## src/rtl/overlay_videogen.sv

```systemverilog
// overlay_videogen: flashing measurement fields plus bitmap text rows for the lag-tester HDMI path.
// Sits between the timing generator and the TMDS encoder.
//
// Ports:
//   clock, reset_n          pixel clock, asynchronous active-low reset
//   frame_tick              one-cycle pulse at the first active pixel of each frame
//   de, vis_x, vis_y        active-video qualifier and visible-area coordinates
//   mode, arm               run mode (00 periodic, 01 continuous, 10 off, 11 single-shot), arm
//   field_x0/x1, field_y    field horizontal extent and per-field {start,end} vertical bands
//   text_x, text_y          text origin (text_x in scaled units)
//   h_shift, v_shift        text scaling
//   row_len, bitmap         per-row widths in bits and the packed MSB-first text bitmap
//   fg_rgb/bg_rgb/field_rgb colours
//   starttrigger, lit       trigger pulse and field-lit status
//   data, data_valid        pixel RGB and de, three cycles after the coordinates
module overlay_videogen #(
  parameter int unsigned TEXT_ROWS    = 4,
  parameter int unsigned LINE_BITS    = 512,
  parameter int unsigned NUM_FIELDS   = 3,
  parameter int unsigned FRAME_PERIOD = 32,
  parameter int unsigned ON_FRAMES    = 2,
  parameter int unsigned DITHER       = 1
) (
  input  logic                    clock,
  input  logic                    reset_n,
  input  logic                    frame_tick,
  input  logic                    de,
  input  logic [11:0]             vis_x,
  input  logic [11:0]             vis_y,
  input  logic [1:0]              mode,
  input  logic                    arm,
  input  logic [11:0]             field_x0,
  input  logic [11:0]             field_x1,
  input  logic [NUM_FIELDS*24-1:0] field_y,
  input  logic [11:0]             text_x,
  input  logic [11:0]             text_y,
  input  logic [1:0]              h_shift,
  input  logic [1:0]              v_shift,
  input  logic [TEXT_ROWS*12-1:0] row_len,
  input  logic [LINE_BITS-1:0]    bitmap,
  input  logic [23:0]             fg_rgb,
  input  logic [23:0]             bg_rgb,
  input  logic [23:0]             field_rgb,
  output logic                    starttrigger,
  output logic                    lit,
  output logic [23:0]             data,
  output logic                    data_valid
);

  localparam logic [1:0] ModePeriodic = 2'b00;
  localparam logic [1:0] ModeCont     = 2'b01;
  localparam logic [1:0] ModeOff      = 2'b10;
  localparam logic [1:0] ModeSingle   = 2'b11;

  typedef enum logic [1:0] {StWait, StOn, StDone} ss_state_e;

  // ---------------------------------------------------------------------------
  // Frame sequencer
  // ---------------------------------------------------------------------------
  ss_state_e   state_q, state_d;
  logic [5:0]  fc_q, fc_d, fc_cur;
  logic [2:0]  dith_q, dith_d;
  logic [5:0]  burst_q, burst_d;
  logic [1:0]  mode_q, mode_d;
  logic        arm_q, arm_d;
  logic        lit_q, lit_d;
  logic        trig_q, trig_d;
  logic        mode_change;
  logic [6:0]  period;

  assign mode_change = (mode != mode_q);
  // dith advances once per completed period, so successive periods grow by one frame.
  assign period = 7'(FRAME_PERIOD) + ((DITHER != 0) ? {4'b0, dith_q} : 7'd0);

  always_ff @(posedge clock or negedge reset_n) begin
    if (!reset_n) begin
      state_q <= StWait;
      fc_q    <= '0;
      dith_q  <= '0;
      burst_q <= '0;
      mode_q  <= ModePeriodic;
      arm_q   <= 1'b0;
      lit_q   <= 1'b0;
      trig_q  <= 1'b0;
    end else begin
      state_q <= state_d;
      fc_q    <= fc_d;
      dith_q  <= dith_d;
      burst_q <= burst_d;
      mode_q  <= mode_d;
      arm_q   <= arm_d;
      lit_q   <= lit_d;
      trig_q  <= trig_d;
    end
  end

  // Single-shot next state.
  always_comb begin
    state_d = state_q;
    unique case (state_q)
      StWait:  if (frame_tick && (mode == ModeSingle) && !mode_change && arm_q) state_d = StOn;
      StOn:    if (frame_tick && (mode == ModeSingle) && (burst_q == '0)) state_d = StDone;
      StDone:  state_d = StWait;
      default: state_d = StWait;
    endcase
    // Leaving single-shot, or entering it, always restarts from WAIT.
    if (frame_tick && ((mode != ModeSingle) || mode_change)) state_d = StWait;
  end

  // Sequencer outputs and counters.
  always_comb begin
    fc_d    = fc_q;
    fc_cur  = fc_q;
    dith_d  = dith_q;
    burst_d = burst_q;
    mode_d  = mode_q;
    arm_d   = arm_q;
    lit_d   = lit_q;
    trig_d  = 1'b0;
    if (arm && (state_q != StOn)) arm_d = 1'b1;
    if (frame_tick) begin
      mode_d = mode;
      unique case (mode)
        ModePeriodic: begin
          fc_cur = mode_change ? 6'd0 : fc_q;
          if (fc_cur == 6'd0) begin
            trig_d = 1'b1;
            lit_d  = 1'b1;
          end else if (fc_cur >= 6'(ON_FRAMES)) begin
            lit_d = 1'b0;
          end
          if ({1'b0, fc_cur} == period - 7'd1) begin
            fc_d   = '0;
            dith_d = dith_q + 3'd1;
          end else begin
            fc_d = fc_cur + 6'd1;
          end
        end
        ModeCont: begin
          fc_d   = '0;
          lit_d  = 1'b1;
          trig_d = 1'b1;
        end
        ModeOff: begin
          fc_d  = '0;
          lit_d = 1'b0;
        end
        ModeSingle: begin
          fc_d = '0;
          if (mode_change) begin
            lit_d = 1'b0;
            arm_d = 1'b0;
          end else begin
            unique case (state_q)
              StWait: begin
                if (arm_q) begin
                  trig_d  = 1'b1;
                  lit_d   = 1'b1;
                  burst_d = 6'(ON_FRAMES - 1);
                  arm_d   = 1'b0;
                end
              end
              StOn: begin
                if (burst_q == '0) lit_d = 1'b0;
                else               burst_d = burst_q - 6'd1;
              end
              default: ;
            endcase
          end
        end
      endcase
    end
  end

  assign starttrigger = trig_q;
  assign lit          = lit_q;

  // ---------------------------------------------------------------------------
  // Pixel pipeline
  // ---------------------------------------------------------------------------
  logic [11:0] x1_q, y1_q;
  logic        de1_q;
  logic        field2_q, bit2_q, de2_q;
  logic [23:0] data_q;
  logic        dv_q;

  logic [12:0] sx, row_h, row_top, row_bot, x13, y13, tx13;
  logic [11:0] len;
  logic [15:0] base, off_sel;
  logic        band_hit, field_hit, row_found, text_bit;
  logic [LINE_BITS-1:0] shifted;

  always_comb begin
    x13      = {1'b0, x1_q};
    y13      = {1'b0, y1_q};
    tx13     = {1'b0, text_x};
    sx       = x13 >> h_shift;
    row_h    = 13'd16 << v_shift;
    band_hit = 1'b0;
    for (int i = 0; i < int'(NUM_FIELDS); i++) begin
      if ((y1_q >= field_y[i*24+12 +: 12]) && (y1_q < field_y[i*24 +: 12])) band_hit = 1'b1;
    end
    field_hit = lit_q && (x1_q >= field_x0) && (x1_q < field_x1) && band_hit;

    // Rows are scanned in index order; the first hit claims the pixel.
    base      = '0;
    off_sel   = '0;
    row_found = 1'b0;
    row_top   = '0;
    row_bot   = '0;
    len       = '0;
    for (int r = 0; r < int'(TEXT_ROWS); r++) begin
      len     = row_len[r*12 +: 12];
      row_top = {1'b0, text_y} + 13'(r) * row_h;
      row_bot = row_top + row_h;
      if (!row_found && (y13 >= row_top) && (y13 < row_bot) &&
          (sx >= tx13) && (sx < tx13 + {1'b0, len})) begin
        row_found = 1'b1;
        off_sel   = base + {3'b0, sx - tx13};
      end
      base = base + {4'b0, len};
    end
    // A shift of LINE_BITS or more empties the vector, so out-of-range offsets read 0.
    shifted  = bitmap << off_sel;
    text_bit = row_found && shifted[LINE_BITS-1];
  end

  always_ff @(posedge clock or negedge reset_n) begin
    if (!reset_n) begin
      x1_q     <= '0;
      y1_q     <= '0;
      de1_q    <= 1'b0;
      field2_q <= 1'b0;
      bit2_q   <= 1'b0;
      de2_q    <= 1'b0;
      data_q   <= '0;
      dv_q     <= 1'b0;
    end else begin
      x1_q     <= vis_x;
      y1_q     <= vis_y;
      de1_q    <= de;
      field2_q <= field_hit;
      bit2_q   <= text_bit;
      de2_q    <= de1_q;
      dv_q     <= de2_q;
      if (!de2_q)        data_q <= '0;
      else if (field2_q) data_q <= field_rgb;
      else if (bit2_q)   data_q <= fg_rgb;
      else               data_q <= bg_rgb;
    end
  end

  assign data       = data_q;
  assign data_valid = dv_q;

endmodule

```

## config.mk

```make
export PLATFORM = sky130hd
export DESIGN_NAME = overlay_videogen
export DESIGN_NICKNAME = d
export VERILOG_FILES = /design/src/rtl/overlay_videogen.sv
export SDC_FILE = /design/constraint.sdc
export NUM_CORES = 1
export LEC_CHECK = 0
export CAP_MARGIN = 20
export CORE_AREA = 5 5 318 320
export CTS_CLUSTER_DIAMETER = 200
export DETAILED_ROUTE_END_ITERATION = 10
export DIE_AREA = 0 0 323 325
export GPL_ROUTABILITY_DRIVEN = 0
export PLACE_DENSITY = 0.42
export SYNTH_ARGS = -nofsm -noshare
export SYNTH_HDL_FRONTEND = slang
export SYNTH_SLANG_ARGS = --single-unit
export TNS_END_PERCENT = 50
```

## constraint.sdc

```tcl
create_clock -name clock -period 11.2 [get_ports clock]
set_input_delay 2.8 -clock clock [delete_from_list [all_inputs] [get_ports clock]]
set_output_delay 2.8 -clock clock [all_outputs]
set_load 0.03 [all_outputs]
```

==> results of run 1 <==
==> critical path, delay by kind of cell <==
kind                     cells  cell delay (ns)
buffers and inverters        5             1.53
adder cells (fa/ha/maj)      2             0.51
multiplexers                 2             0.56
XOR/XNOR                     1             0.21
AO/OA/AOI/OAI               20             4.69
AND/OR/NAND/NOR              1             0.55
==> placed cells by master, fill, tap and decap left out, types with 29 or more instances in the layout <==
cell type,netlist,routed
ha_1,334,334
clkdlybuf4s50_1,0,812
mux2_2,43,43
nor2b_1,41,41
o22ai_1,33,33
xnor2_1,79,79
and2_1,37,37
mux2i_1,190,189
o21ai_0,126,126
o21bai_1,40,40
dfrtp_1,75,75
nand2b_1,51,51
nand2_1,176,176
nor2_1,75,75
nand3_1,40,39
inv_1,257,257
xor2_1,47,47
a21o_1,57,57
a2111oi_0,30,29
a21oi_1,166,166
nor3_1,39,37
a211oi_1,42,42
buf_4,2,87
==> kinds of logic (layout without fill, tap and decap cells) <==
| logic type | after synthesis | after routing | share of synthesized area, % |
|---|---|---|---|
| other | 0 | 19 | 0 |
| xor gates and xnor gates | 128 | 128 | 5.95 |
| and+or+nand+nor | 551 | 551 | 14.5 |
| muxes | 240 | 240 | 13.1 |
| AOI/OAI and AO/OA | 707 | 707 | 25.2 |
| adders and majority gates | 357 | 357 | 24.1 |
| buffers and inverters | 351 | 1182 | 7.40 |
| DFF | 75 | 75 | 9.77 |
==> sequential cells by signal, summed over array words and instances, names as in the netlist, 2 cells and up <==
name	flops
data	24
x1_q	12
y1_q	12
burst_q	6
fc_q	6
dith_q	3
mode_q	2
state_q	2
==> metrics by stage <==
step / worst slack [ns] / cells / power, W
global route: 0.00907 / 4542 / 0.00308
CTS: 0.381 / 4527 / 0.00286
floorplan: 1.98 / 2409 / 0.00158
global placement: 0.0270 / 4511 / 0.00249
detailed placement: -0.0186 / 4511 / 0.00249
finish: 0.584 / 4546 / 0.00281
==> power groups by stage <==
stage               Sequential, W  Combinational, W  Clock [W]
global route             0.000307           0.00240   0.000369
CTS                      0.000305           0.00219   0.000359
finish                   0.000305           0.00217   0.000337
global placement         0.000310           0.00218          0
floorplan                0.000322           0.00126          0
detailed placement       0.000310           0.00218          0
==> repair_timing <==
item,4_1_cts,5_1_grt
resized for setup,0,1
endpoints found under the setup margin,0,1
hold buffers,0,0
==> synth_stat cells (40+ instances only) <==
cell and count:
mux2_2 43, inv_1 257, dfrtp_1 75, ha_1 334, nand2b_1 51, a211oi_1 42
xor2_1 47, nor2b_1 41, nor2_1 75, mux2i_1 190, a21o_1 57, a21oi_1 166
nand2_1 176, o21bai_1 40, clkbuf_1 40, nand3_1 40, o21ai_0 126, xnor2_1 79
==> area by class of cell <==
class,instances,area [um2]
Antenna cell,19,47.5
Clock buffer,9,225
Clock inverter,7,92.6
Fill cell,10507,68100
Inverter,258,968
Multi-Input combinational cell,1983,16000
Sequential cell,75,1880
Tap cell,1287,1610
Timing Repair Buffer,908,8960
==> worst paths after layout <==
| path | startpoint | slack (ns) | end | cells after the start |
|---|---|---|---|---|
| setup reg to reg | x1_q[8]$_DFF_PN0_ | 4.51 | bit2_q$_DFF_PN0_ | 22 |
| hold / removal | de1_q$_DFF_PN0_ | 0.35 | de2_q$_DFF_PN0_ | 0 |
| hold reg to reg | de1_q$_DFF_PN0_ | 0.35 | de2_q$_DFF_PN0_ | 0 |
| setup / recovery | text_x[1] | 0.58 | bit2_q$_DFF_PN0_ | 31 |
| min in group asynchronous | reset_n | 2.36 | data[9]$_DFF_PN0_ | 1 |
| max in group asynchronous | reset_n | 7.72 | x1_q[1]$_DFF_PN0_ | 2 |
==> per-layer routing <==
metal  share of wire, %  up-vias  track usage [%]
met5              0.094        -                0
met4                2.7       14             5.92
met3                5.7       92             3.89
met2                 51      661             36.5
met1                 40     9870             22.7
li1                   -    10530                -
==> results.tsv, run 1 <==
metric	value	unit
drv_cap	0	
synthFlopType	dfrtp_1	
sw_frac_of_total	47.4	%
syn_avg_cell_area	7.98	um2
fin_crit_sh	94.8	%
end_kind	flip-flop	
path_max_fanout	35	
post-route-min-period	10.62	ns
relSlewSlack	36.2	%
cts_buffer_depth	2	
ys_types	93	
crit_type	input pin to flip-flop	
synthArstFlopShare	100	%
h-tree-depth	3	
syn_area	19200	um2
nets	4378	
hold_violations	0	
seq_area_frac_synth	9.77	%
drive_gt1_share	5.93	%
synth_top_area_share	21.7	%
cts.sinks	75	
rsz0062_at_grt	no	
worst_slew_pin_slew	0.949	ns
p_sw	0.00133	W
grt_pass1_wl	153000	um
fin_setup_tns	0	ns
dpl_cell_area	29400	um2
viasPerCell	4.66	
place_hpwl	95800	um
maxSlewViolCount	0	
power_frac_comb	77.2	%
skew	0.0211	ns
cts_root_buf	clkbuf_16	
p_leak	12.5	nW
dr.pass1.iters	5	
cp_common_cell	a21oi_1	
overflow	0	
pin_count	814	
synth_seq_cells	75	
p_seq_share	10.8	%
drt_iter0_markers	1144	
path_clk_slew	0.09	ns
wire_per_inst	24.0	um
status	finished, final reports clean	
numPortBuffers	813	
grt_pass1_vias	21914	
via_count	21167	
cts_made_buffers	9	
initial_core_util	19.6	%
p_clk_share	12.0	%
hold_path_class	flip-flop to flip-flop	
synth_fp_nets	3552	
die_area	105000	um2
synth_area_leader_cell	ha_1	
powerDensity	94.4	nW/um2
crit_slowest_cell	clkdlybuf4s50_1	
chipHeight	325	um
yosys_warnings	0	
hold_ws	0.353	ns
cp-start-kind	input pin	
crit_path_max_incr_delay	0.65	ns
worstPathRequired	11.47	ns
rows	115	
antenna_found_initial	26	
intPower	0.00148	W
fin_area	29800	um2
synth_edf_count	0	
arrival	10.88	ns
cts_tree	done	
core_area	97800	um2
finalSetupViolations	0	
synth.area.top_cells	ha_1, mux2i_1, dfrtp_1, inv_1, a21oi_1	
postRouteWirelength	109000	um
max_freq	94.2	MHz
insertion_delay	0.37	ns
die_w	323	um
grt_max_degree	73	
cts_setup_buffers	0	
area_growth	54.9	%
ant_nets	0	
drc	0	
irDropWorstVdd	73.4	uV
final_util	30.4	%
grt_usage	19.7	%
syn_inst	2409	
No activity file was read; power rests on OpenSTA's default activity.
==> inputs of run 2 (changes only) <==
- SKIP_LAST_GASP: default -> 1
==> results of run 2 <==
The final DEF is identical to that of run 1; final timing and power are the same.
